File: config.mk
export PLATFORM = sky130hd
export DESIGN_NAME = mem_access_ctrl
export DESIGN_NICKNAME = d
export VERILOG_FILES = /design/src/rtl/mem_access_ctrl.sv
export SDC_FILE = /design/constraint.sdc
export NUM_CORES = 1
export LEC_CHECK = 0
export BUFFER_PORTS_ARGS = -buffer_cell sky130_fd_sc_hd__buf_4
export CAP_MARGIN = 40
export CORE_AREA = 2 2 63 65
export CTS_CLUSTER_SIZE = 30
export DETAILED_ROUTE_END_ITERATION = 10
export DIE_AREA = 0 0 65 67
export PLACE_DENSITY_LB_ADDON = 0.25
export SLEW_MARGIN = 20
export SYNTH_ARGS = -nofsm -noshare
export SYNTH_HDL_FRONTEND = slang
export SYNTH_SLANG_ARGS = --single-unit
export TNS_END_PERCENT = 30
File: constraint.sdc
create_clock -name clk -period 2.09 [get_ports clk]
set_input_delay 0.1045 -clock clk [delete_from_list [all_inputs] [get_ports clk]]
set_output_delay 0.1045 -clock clk [all_outputs]
set_load 0.03 [all_outputs]
File: src/rtl/mem_access_ctrl.sv
// Initiator-side sequencer for the 128x8 data memory: single/burst reads and
// writes over valid/ready command, write-data and read-data ports.
module mem_access_ctrl #(
    parameter int unsigned ADDR_W = 8,
    parameter int unsigned DATA_W = 8,
    parameter int unsigned LEN_W  = 3
) (
    input  logic              clk,
    input  logic              reset,
    input  logic              cmd_valid,
    output logic              cmd_ready,
    input  logic              cmd_write,
    input  logic [ADDR_W-1:0] cmd_addr,
    input  logic [LEN_W-1:0]  cmd_len,
    input  logic [DATA_W-1:0] wdata,
    input  logic              wvalid,
    output logic              wready,
    output logic [DATA_W-1:0] rdata,
    output logic              rvalid,
    input  logic              rready,
    output logic              busy,
    output logic [ADDR_W-1:0] mem_addr,
    output logic              mem_we,
    output logic [DATA_W-1:0] mem_din,
    input  logic [DATA_W-1:0] mem_dout
);

    localparam logic [ADDR_W-1:0] ADDR_STEP = ADDR_W'(2);
    localparam logic [LEN_W-1:0]  CNT_STEP  = LEN_W'(1);

    typedef enum logic [2:0] {
        IDLE,
        WR,
        RD_ADDR,
        RD_CAP,
        RD_HOLD
    } state_t;

    state_t              r_state;
    state_t              w_state_nxt;
    logic [ADDR_W-1:0]   r_addr;
    logic [ADDR_W-1:0]   r_mem_addr_q;
    logic [LEN_W-1:0]    r_cnt;
    logic [LEN_W-1:0]    r_len;
    logic [DATA_W-1:0]   r_rdata;
    logic                r_rvalid;
    logic                w_cmd_fire;
    logic                w_wr_fire;
    logic                w_rd_fire;
    logic                w_last;
    logic                w_unused_addr_lsb;

    // Word addressing: the byte-address LSB never reaches the memory.
    assign w_unused_addr_lsb = cmd_addr[0];

    assign cmd_ready  = (r_state == IDLE) && !reset;
    assign busy       = (r_state != IDLE);
    assign w_cmd_fire = cmd_valid && cmd_ready;
    assign w_wr_fire  = (r_state == WR) && wvalid;
    assign w_rd_fire  = (r_state == RD_HOLD) && rready;
    assign w_last     = (r_cnt == r_len);

    assign rdata  = r_rdata;
    assign rvalid = r_rvalid;

    always_ff @(posedge clk) begin
        if (reset) begin
            r_state <= IDLE;
        end else begin
            r_state <= w_state_nxt;
        end
    end

    always_comb begin
        w_state_nxt = r_state;
        case (r_state)
            IDLE: begin
                if (w_cmd_fire) begin
                    w_state_nxt = cmd_write ? WR : RD_ADDR;
                end
            end
            WR: begin
                if (wvalid && w_last) begin
                    w_state_nxt = IDLE;
                end
            end
            RD_ADDR: w_state_nxt = RD_CAP;
            RD_CAP:  w_state_nxt = RD_HOLD;
            RD_HOLD: begin
                if (rready) begin
                    w_state_nxt = w_last ? IDLE : RD_ADDR;
                end
            end
            default: w_state_nxt = IDLE;
        endcase
    end

    // Burst address/count tracking and the read-data holding register.
    always_ff @(posedge clk) begin
        if (reset) begin
            r_addr   <= '0;
            r_cnt    <= '0;
            r_len    <= '0;
            r_rdata  <= '0;
            r_rvalid <= 1'b0;
        end else begin
            if (w_cmd_fire) begin
                r_addr <= {cmd_addr[ADDR_W-1:1], 1'b0};
                r_len  <= cmd_len;
                r_cnt  <= '0;
            end
            if (w_wr_fire) begin
                r_addr <= r_addr + ADDR_STEP;
                r_cnt  <= r_cnt + CNT_STEP;
            end
            if (r_state == RD_CAP) begin
                r_rdata  <= mem_dout;
                r_rvalid <= 1'b1;
            end
            if (w_rd_fire) begin
                r_rvalid <= 1'b0;
                if (!w_last) begin
                    r_addr <= r_addr + ADDR_STEP;
                    r_cnt  <= r_cnt + CNT_STEP;
                end
            end
        end
    end

    always_comb begin
        wready   = 1'b0;
        mem_we   = 1'b0;
        mem_din  = '0;
        mem_addr = r_mem_addr_q;
        case (r_state)
            WR: begin
                wready   = 1'b1;
                mem_we   = wvalid && !reset;
                mem_din  = wdata;
                mem_addr = r_addr;
            end
            RD_ADDR: mem_addr = r_addr;
            default: ;
        endcase
    end

    // Outside address-issue states the memory address holds its last value.
    always_ff @(posedge clk) begin
        if (reset) begin
            r_mem_addr_q <= '0;
        end else begin
            r_mem_addr_q <= mem_addr;
        end
    end

endmodule

==> out/qor.txt <==
OUTCOME
--------------------------------------------------------------------------------------
Outcome ................................................................. finished, violations left
Violations in the final reports .........................................  hold timing

FLOORPLAN
--------------------------------------------------------------------------------------
I/O pin cnt .............................................................           62
Die Area ................................................................ 0.004355 mm2
Width of the die ........................................................        65 um
Effective utilization at floorplan ......................................       48.16%
Vertical extent of the die ..............................................        67 um
Std-Cell Rows ...........................................................           22
Total core area ......................................................... 0.003606 mm2

PLACE
--------------------------------------------------------------------------------------
DP Wirelength ...........................................................     2.923 mm
Number of input and output port buffers inserted ........................           60
Final weighted congestion of routability-driven global placement ........       0.7832

CLOCK TREE
--------------------------------------------------------------------------------------
Post-CTS setup buffer count .............................................            0
Clock tree root driver cell .............................................     clkbuf_8
# resized after CTS .....................................................            0
Maximum clock path buffer count .........................................            2
TritonCTS buffer count ..................................................            5
# hold bufs at CTS ......................................................            1
Clock slew at the register clock pins of the worst setup and hold paths .      0.07 ns
Num Clock Sinks .........................................................           34
Source-to-sink clock delay at the later pin of the worst-skew pair ......      0.29 ns
CTS tree ................................................................         done
CTS H-tree lvls .........................................................            2

PWR
--------------------------------------------------------------------------------------
Sequential fraction of design power .....................................        42.0%
Power share of the clock group ..........................................        35.2%
Overall power of the completed layout ...................................   0.001695 W
Worst ir drop on vdd ....................................................  0.0005807 V
Power dissipated by switching net loads .................................  0.0004975 W
Relative contribution of combinational cells to total power .............        22.9%
Leakage .................................................................     1.018 nW
Switching power share of the total ......................................       29.34%
Internal power consumption ..............................................   0.001198 W
Power density over the cells ............................................ 728.1 mW/mm2

SYNTHESIS
--------------------------------------------------------------------------------------
Average cell area after synthesis .......................................    8.861 um2
Number of instances in the synthesized netlist ..........................          196
EDFF count, synth .......................................................            0
Total of warnings raised by yosys .......................................            0
Cell variety after synth ................................................           45
Post-synthesis net count ................................................          231
Synth Cell Area ......................................................... 0.001737 mm2
Proportion of synthesized chip area in sequential cells .................       39.19%
#FFs+latches synth ......................................................           34
Share of flip-flops with an asynchronous set or reset ...................           0%
Leading register cell type out of synthesis .............................      dfxtp_1

LAYOUT
--------------------------------------------------------------------------------------
Number of diodes added for antenna fixing ...............................            0
Final net count .........................................................          291
Highest-count cells in the layout ignoring fill and taps ................ 65 x buf_4, 34 x dfxtp_1, 26 x nand2_1, 15 x a21oi_1, 12 x nand3_1
Layout area overhead ....................................................       34.08%
Fraction of final layout cells sized beyond drive strength 1 ............       35.02%
Filler cells ............................................................          325
Most common cell after layout, fill and taps aside ......................        buf_4

STA
--------------------------------------------------------------------------------------
Max-Slew Margin vs Limit ................................................       72.70%
Worst-margin pin slew ...................................................    0.4089 ns
Hold_ws ................................................................. -0.001089 ns
Min Tclk post-route .....................................................     1.929 ns
Total Negative Setup Slacks .............................................         0 ns
Unrepaired setup endpoints after global routing .........................           no
Max Freq ................................................................   0.5183 GHz
Final setup fails .......................................................            0
Number of pins with negative max-slew slack in the final report .........            0
Final period util .......................................................       92.32%
Worst Skew ..............................................................  0.008660 ns
Number of failing hold endpoints at the final stage .....................            1

DRT
--------------------------------------------------------------------------------------
Post-route DRC ..........................................................            0
Number of vias per cell after detailed routing ..........................        5.384
Number of optimization iterations in the first detailed-route pass ......            4
Total number of vias ....................................................         1642
Total Routed Length .....................................................     4.102 mm
Wire length per cell after detailed routing .............................     13.45 um
Iteration-0 DRC count of the detailed router ............................          106
Antenna viol nets, final ................................................            0

GLOBAL ROUTING
--------------------------------------------------------------------------------------
Largest net degree at the start of global routing .......................           39
Number of antenna violations at the first check in global routing .......            0
Global Route Usage Sum ..................................................       20.55%
Overflow left after global routing ......................................            0
Vias in the first global route ..........................................         1516
First-pass GRT wire length ..............................................     6.886 mm

WORST SETUP PATH
--------------------------------------------------------------------------------------
Data required time at the worst endpoint ................................      1.99 ns
Critical Path Fanout Max ................................................           10
Crit Path Category ......................................................   reg -> out
Data arrival time of the worst path .....................................      1.82 ns
Nature of the critical path endpoint .................................... primary output
CP Launch Type ..........................................................         flop

JOB
--------------------------------------------------------------------------------------
Max_cap viols ...........................................................            0

MIN PATH
--------------------------------------------------------------------------------------
Worst min path class ....................................................    in -> reg

==> stage by stage <==
stage	hold WS, ns	setup slack (ns)	instances	util [%]	cell area (um2)
2_1_floorplan	0.2035	0.4071	196	-	1737
3_3_place_gp	0.2881	0.4352	296	61.28	2210
3_5_place_dp	0.2941	0.4064	296	61.28	2210
4_1_cts	0.0001395	0.1596	305	64.57	2328
5_1_grt	0.008037	0.05021	305	64.57	2328
6_report	-0.001089	0.1605	305	64.57	2328
==> cell type report <==
class	count	area, um2	area share, %
well taps	48	60.06	2.579
clock buffers	5	68.82	2.955
repair buffers	66	498.0	21.39
clock inverters	3	40.04	1.720
flip-flops and latches	34	680.7	29.23
inverters	2	7.507	0.3224
multi-input cells	147	973.4	41.81
==> worst max-delay path, cell delays in order, from the launching register on <==
cell	delay (ns)
dfxtp_1	0.57
xnor2_1	0.17
nor2_4	0.23
mux2_2	0.38
buf_4	0.17
==> cell usage after synthesis (2+ instances only) <==
master,number,area share (%)
dfxtp_1,34,39
nand2_1,26,5.6
a21oi_1,15,4.3
nand3_1,12,3.5
nor2b_1,11,4.0
and3_1,9,3.2
mux2_2,8,5.2
nor3_1,7,2.0
clkbuf_1,6,1.3
nor2_1,5,1.1
o211ai_1,5,2.2
a31oi_1,4,1.4
xnor2_1,4,2.0
buf_2,3,0.86
nand2b_1,3,1.1
nand3b_1,3,1.3
o311ai_1,3,1.5
and2_1,2,0.72
and4_1,2,1.0
buf_4,2,0.86
buf_6,2,1.3
ha_1,2,1.4
inv_1,2,0.43
nand4_1,2,0.72
o21a_1,2,0.86
o21bai_1,2,0.86
or3_1,2,0.72
==> flip-flops by register name (all words and copies together) (netlist names) <==
signal	count
r_cnt	3
r_addr	8
r_mem_addr_q	8
rvalid	1
r_state	3
rdata	8
r_len	3
==> logic make-up after synthesis <==
family / share of synthesized area, %
mux: 5.764
compound gates: 15.71
simple gates: 30.62
xor+xnor: 2.521
flops: 39.19
fa+ha+maj: 1.441
buf+inv: 4.755
==> worst paths after layout <==
check	startpoint	slack (ns)	depth (start not counted)	endpoint
max	r_state[0]$_SDFFE_PP0P_	0.16	4	mem_addr[4]
min	cmd_len[2]	-0.001	3	r_len[2]$_SDFFE_PP0P_
max reg2reg	r_state[0]$_SDFFE_PP0P_	0.38	4	r_addr[2]$_SDFF_PP0_
min reg2reg	rdata[6]$_SDFFE_PP0P_	0.46	2	rdata[6]$_SDFFE_PP0P_
==> power groups by stage <==
stage	registers (W)	clock network [W]	logic (W)
2_1_floorplan	0.000717	0	0.000260
5_1_grt	0.000715	0.000636	0.000420
3_3_place_gp	0.000726	0	0.000382
6_report	0.000712	0.000596	0.000388
3_5_place_dp	0.000726	0	0.000386
4_1_cts	0.000712	0.000601	0.000388
==> routing by layer <==
| metal | wire (um) | vias up | GRT usage, % |
|---|---|---|---|
| met4 | 69 | 0 | 10.64 |
| met2 | 1967 | 55 | 33.25 |
| met3 | 260 | 8 | 6.081 |
| li1 | - | 826 | - |
| met1 | 1805 | 753 | 24.59 |
| met5 | 0 | - | 0 |
Note: power is estimated with default switching activity, not from simulation.
